### src/rtl/game_timer_if.sv
// Control/status bundle between the game FSM side (master) and the round timer (slave).
// The master drives the 1 Hz tick, start and pause; the timer returns the BCD digits and the round flags.
interface game_timer_if;
    logic       tick_1hz_in;
    logic       start;
    logic       pause;
    logic [3:0] secs_tens;
    logic [3:0] secs_ones;
    logic       running;
    logic       warn;
    logic       time_up;
    logic       game_over;

    modport master (
        output tick_1hz_in, start, pause,
        input  secs_tens, secs_ones, running, warn, time_up, game_over
    );

    modport slave (
        input  tick_1hz_in, start, pause,
        output secs_tens, secs_ones, running, warn, time_up, game_over
    );
endinterface

### src/rtl/game_timer.sv
// Whack-a-mole round timer: counts GAME_SECONDS down to 0 in BCD, one step per rising edge of the 1 Hz level.
// Provides registered running/warn/time_up/game_over flags for the game FSM.
module game_timer #(
    parameter int GAME_SECONDS = 60,
    parameter int WARN_SECONDS = 10
) (
    input  logic         clk,
    input  logic         rst,
    game_timer_if.slave  bus
);

    if (GAME_SECONDS < 1 || GAME_SECONDS > 99) begin : g_bad_game_seconds
        $error("game_timer: GAME_SECONDS must be in 1..99");
    end
    if (WARN_SECONDS < 0 || WARN_SECONDS > GAME_SECONDS) begin : g_bad_warn_seconds
        $error("game_timer: WARN_SECONDS must be in 0..GAME_SECONDS");
    end

    typedef enum logic [1:0] {IDLE, RUN, PAUSED, DONE} state_t;

    localparam logic [3:0] INIT_TENS  = 4'(GAME_SECONDS / 10);
    localparam logic [3:0] INIT_ONES  = 4'(GAME_SECONDS % 10);
    localparam logic [6:0] WARN_LIMIT = 7'(WARN_SECONDS);

    state_t     state_q, state_d;
    logic [3:0] tens_q, tens_d;
    logic [3:0] ones_q, ones_d;
    logic       tick_q;
    logic       running_q, running_d;
    logic       warn_q, warn_d;
    logic       time_up_q, time_up_d;
    logic       game_over_q, game_over_d;
    logic       sec_edge;
    logic [6:0] remaining_d;

    always_comb begin
        sec_edge    = bus.tick_1hz_in & ~tick_q;
        state_d     = state_q;
        tens_d      = tens_q;
        ones_d      = ones_q;
        time_up_d   = 1'b0;

        unique case (state_q)
            IDLE: begin
                tens_d = INIT_TENS;
                ones_d = INIT_ONES;
                if (bus.start) state_d = RUN;
            end
            RUN: begin
                if (bus.start) begin
                    tens_d = INIT_TENS;
                    ones_d = INIT_ONES;
                end else if (bus.pause) begin
                    state_d = PAUSED;
                end else if (sec_edge) begin
                    // Borrow from tens when ones is 0; 00 is never decremented.
                    if (ones_q != 4'd0) begin
                        ones_d = ones_q - 4'd1;
                    end else if (tens_q != 4'd0) begin
                        ones_d = 4'd9;
                        tens_d = tens_q - 4'd1;
                    end
                    if (tens_q == 4'd0 && ones_q == 4'd1) begin
                        state_d   = DONE;
                        time_up_d = 1'b1;
                    end
                end
            end
            PAUSED: begin
                if (bus.start) begin
                    tens_d  = INIT_TENS;
                    ones_d  = INIT_ONES;
                    state_d = RUN;
                end else if (!bus.pause) begin
                    state_d = RUN;
                end
            end
            DONE: begin
                tens_d = 4'd0;
                ones_d = 4'd0;
                if (bus.start) begin
                    tens_d  = INIT_TENS;
                    ones_d  = INIT_ONES;
                    state_d = RUN;
                end
            end
            default: begin
                state_d = IDLE;
                tens_d  = INIT_TENS;
                ones_d  = INIT_ONES;
            end
        endcase

        // Flags follow next-state/next-digits so they move on the same edge as the display.
        remaining_d = ({3'd0, tens_d} * 7'd10) + {3'd0, ones_d};
        running_d   = (state_d == RUN);
        game_over_d = (state_d == DONE);
        warn_d      = ((state_d == RUN) || (state_d == PAUSED)) &&
                      (remaining_d != 7'd0) && (remaining_d <= WARN_LIMIT);
    end

    // tick_q resets high so a tick already high at reset release is not seen as an edge.
    always_ff @(posedge clk or posedge rst) begin
        if (rst) begin
            state_q     <= IDLE;
            tens_q      <= INIT_TENS;
            ones_q      <= INIT_ONES;
            tick_q      <= 1'b1;
            running_q   <= 1'b0;
            warn_q      <= 1'b0;
            time_up_q   <= 1'b0;
            game_over_q <= 1'b0;
        end else begin
            state_q     <= state_d;
            tens_q      <= tens_d;
            ones_q      <= ones_d;
            tick_q      <= bus.tick_1hz_in;
            running_q   <= running_d;
            warn_q      <= warn_d;
            time_up_q   <= time_up_d;
            game_over_q <= game_over_d;
        end
    end

    assign bus.secs_tens = tens_q;
    assign bus.secs_ones = ones_q;
    assign bus.running   = running_q;
    assign bus.warn      = warn_q;
    assign bus.time_up   = time_up_q;
    assign bus.game_over = game_over_q;

endmodule

### src/flat_wrapper.sv
// flat-port wrapper written by rule: the top's interface ports become plain ports
module game_timer_flat 
#(
    parameter int GAME_SECONDS = 60,
    parameter int WARN_SECONDS = 10
)
  (clk, rst, bus_tick_1hz_in, bus_start, bus_pause, bus_secs_tens, bus_secs_ones, bus_running, bus_warn, bus_time_up, bus_game_over);
  game_timer_if bus_i ();
  input  logic clk;
  input  logic rst;
  input wire logic [$bits(bus_i.tick_1hz_in)-1:0] bus_tick_1hz_in;
  input wire logic [$bits(bus_i.start)-1:0] bus_start;
  input wire logic [$bits(bus_i.pause)-1:0] bus_pause;
  output wire logic [$bits(bus_i.secs_tens)-1:0] bus_secs_tens;
  output wire logic [$bits(bus_i.secs_ones)-1:0] bus_secs_ones;
  output wire logic [$bits(bus_i.running)-1:0] bus_running;
  output wire logic [$bits(bus_i.warn)-1:0] bus_warn;
  output wire logic [$bits(bus_i.time_up)-1:0] bus_time_up;
  output wire logic [$bits(bus_i.game_over)-1:0] bus_game_over;
  assign bus_i.tick_1hz_in = bus_tick_1hz_in;
  assign bus_i.start = bus_start;
  assign bus_i.pause = bus_pause;
  assign bus_secs_tens = bus_i.secs_tens;
  assign bus_secs_ones = bus_i.secs_ones;
  assign bus_running = bus_i.running;
  assign bus_warn = bus_i.warn;
  assign bus_time_up = bus_i.time_up;
  assign bus_game_over = bus_i.game_over;
  game_timer #(.GAME_SECONDS(GAME_SECONDS), .WARN_SECONDS(WARN_SECONDS)) u_core (.clk(clk), .rst(rst), .bus(bus_i));
endmodule
### config.mk
export PLATFORM = sky130hd
export DESIGN_NAME = game_timer_flat
export DESIGN_NICKNAME = d
export VERILOG_FILES = /design/src/rtl/game_timer_if.sv /design/src/rtl/game_timer.sv /design/src/flat_wrapper.sv
export SDC_FILE = /design/constraint.sdc
export NUM_CORES = 1
export LEC_CHECK = 0
export ABC_CLOCK_PERIOD_IN_PS = 4670
export CORE_ASPECT_RATIO = 0.7
export CORE_MARGIN = 8
export CORE_UTILIZATION = 40
export DETAILED_ROUTE_END_ITERATION = 10
export GPL_TIMING_DRIVEN = 0
export MAX_ROUTING_LAYER = met4
export PLACE_DENSITY_LB_ADDON = 0.08
export REMOVE_ABC_BUFFERS = 1
export SKIP_CTS_REPAIR_TIMING = 1
export SYNTH_ARGS = -nofsm -noshare
export SYNTH_HDL_FRONTEND = slang
export SYNTH_SLANG_ARGS = --single-unit
### constraint.sdc
create_clock -name clk -period 4.67 [get_ports clk]
set_input_delay 1.1675 -clock clk [delete_from_list [all_inputs] [get_ports clk]]
set_output_delay 1.1675 -clock clk [all_outputs]
set_load 0.01 [all_outputs]
==> reports/qor.yml <==
synth_top_cell_by_area: "dfrtp_1"
synth-seq-area-share_pct: 30.15
syn_avg_cell_area_um2: 9.455
cp_slowest_cell: "fa_1"
core_area_mm2: 0.003084
finalInstanceArea_mm2: 0.001534
drv_slew: 0
hold_class: "reg -> reg"
place_inst: 183
irDropWorstVdd_uv: 206.1
grt_overflow: 0
r2r_start: "u_core.bus.secs_tens[0]"
ant_nets: 0
drtIter0Drc: 39
grt_start_max_net_pins: 19
hp-start: "u_core.bus.secs_ones[1]"
synth-seq-cells: 15
hold_path_depth: 2
worst_pin_slew_ns: 0.6258
place_area_mm2: 0.001443
crit_path_end_kind: "flip-flop"
slowest_delay_ns: 0.54
grt.met2_usage_pct: 18.20
crit_chain: "clkdlybuf4s50_1, nor3b_4, nand3b_1, nand2_1, o21ai_1, a21o_1, ha_1, ha_1, fa_1, nand2_1, or3_1, xor2_1, xnor2_1, a2111oi_2"
clock-sinks: 15
ctsHtreeMaxLevel: 1
crit_type: "in -> reg"
drcViolationCount: 0
grt_usage_pct: 11.28
synth-main-ff-cell: "dfrtp_1"
drv_cap: 0
rr_worst_depth: 14
use_met1_pct: 13.14
layout_setup_ws_ns: 0.1975
path_clk_slew_ns: 0.06
dpl_worst_slack_ns: -0.4228
antenna_found_initial: 0
synthTopCellsByCount: "16 x ha_1, 14 x inv_1, 12 x a21oi_1, 12 x dfrtp_1, 9 x nand2_1"
vias: 1062
fin_nets: 178
postRouteWirelength_um: 2843
final-setup-viol-count: 0
hpwl_um: 2176
crit_path_start_kind: "input pin"
fillCellCount: 302
path_max_fanout: 4
grt.busiest_layer: "met2"
critPathRequiredTime_ns: 4.80
synth.area.top_cells: "dfrtp_1 24%, ha_1 16%, dfstp_2 6.3%"
fin_crit_sh_pct: 95.77
fp-row-count: 17
insertion_delay_ns: 0.25
start_util_pct: 40.77
maxSlewHeadroom_pct: 58.19
met3_usage_pct: 3.906
powerDensity_mw_per_mm2: 433.8
cts_buffer_depth: 2
multi_input_area_um2: 809.5
io_pins: 17
ctsRootBufferMaster: "clkbuf_8"
netlist.area_leader.share_pct: 23.88
p_leak_nw: 0.6770
syn_area_mm2: 0.001257
diodes: 0
grt_pass1_wl_um: 4774
die_area_mm2: 0.005222
viasPerCell: 5.531
syn_inst: 133
fin_skew_ns: 0.003157
grt_pass1_vias: 1041
fmax_mhz: 223.6
crit_start: "bus_pause"
finalNonFillerCells: 192
worstPathArrival_ns: 4.60
ys_warn_count: 0
hold_viol_final: 0
totalPowerFinal_uw: 665.5
cts_tree: "done"
routedWlPerCell_um: 14.81
regArea_um2: 379.1
crit_path_end: "u_core.bus.warn"
die_h_um: 62.91
synthArstFlopShare_pct: 100.0
synth_edf_count: 0
drt-pass1-iter-count: 4
synthToLayoutAreaGrowth_pct: 21.99
fin_crit_ns: 4.473
die_w_um: 83.02
yosysMostFrequentCell: "ha_1"
drive_gt1_share_pct: 12.99
r2r_end: "u_core.bus.warn"
synth_cell_types: 40
reg2reg_setup_slack_ns: 0.63
place_congestion: 0.8224
status: "finished clean"
numCtsBuffers: 3
rsz0062_at_grt: "no"
io_buffers: 16
[final cells by class]
type / instances / share of cell area, %
multi-input cells: 100 / 52.77
flip-flops and latches: 15 / 24.71
repair buffers: 21 / 13.05
inverters: 14 / 3.426
well taps: 38 / 3.100
clock buffers: 4 / 2.936
[kinds of logic after synthesis]
| kind of cell | count (synthesis) | share of synthesized area (%) |
|---|---|---|
| XOR/XNOR | 5 | 3.483 |
| adder cells (fa/ha/maj) | 18 | 19.10 |
| AND/OR/NAND/NOR | 37 | 19.40 |
| buffers and inverters | 18 | 5.970 |
| AO/OA/AOI/OAI | 40 | 21.89 |
| flip-flops | 15 | 30.15 |
[critical path: cells and delay by family]
family          cells  cell delay [ns]
fa+ha+maj           3             1.06
simple gates        5             1.05
compound gates      3             0.55
buf+inv             1             0.48
xor+xnor            2             0.29
[sequential cells by signal, summed over array words and instances, names as in the netlist]
| register | count |
|---|---|
| u_core.bus.running | 1 |
| u_core.bus.game_over | 1 |
| u_core.state_q | 2 |
| u_core.bus.secs_tens | 4 |
| u_core.bus.warn | 1 |
| u_core.bus.secs_ones | 4 |
| u_core.bus.time_up | 1 |
| u_core.tick_q | 1 |
[how the worst min path moves through the flow]
stage	to	slack [ns]
final	u_core.bus.secs_ones[1]	0.66
after global routing	u_core.bus.secs_ones[1]	0.68
after CTS	u_core.bus.secs_ones[1]	0.67
after detailed placement	u_core.bus.secs_ones[1]	0.66
after global placement	u_core.bus.secs_ones[1]	0.65
after floorplan	u_core.bus.secs_ones[1]	0.63
[stage by stage]
stage                     setup TNS (ns)  util, %  hold slack (ns)
after global placement           -0.4144    46.77           0.6542
final                                  0    49.74           0.6619
after CTS                        -0.1703    48.24           0.6661
after detailed placement         -0.4228    46.77           0.6564
after global routing                   0    49.74           0.6850
after floorplan                        0        -           0.6260
[layer usage]
layer  vias up  routed length (um)
met2        24                1400
met1       506                1298
li1        530                   -
met5         -                   0
met3         2                 129
met4         0                  14
[power by group]
part	total, mW	internal [mW]	switching (mW)
registers	0.193	0.164	0.0299
logic	0.366	0.163	0.203
clock network	0.106	0.0605	0.0457
[placed cells by master, fill, tap and decap left out, types with 3 or more instances in the layout]
cell type,netlist,final
a21oi_1,12,12
a21o_1,3,3
inv_1,14,14
nand3b_1,4,4
o21ai_0,8,7
dfstp_2,3,3
buf_4,0,5
dfrtp_1,12,12
clkdlybuf4s50_1,0,15
clkbuf_8,0,3
nor2_1,7,7
xnor2_1,3,3
ha_1,16,16
nand2_1,9,9
Note: power is estimated with default switching activity, not from simulation.
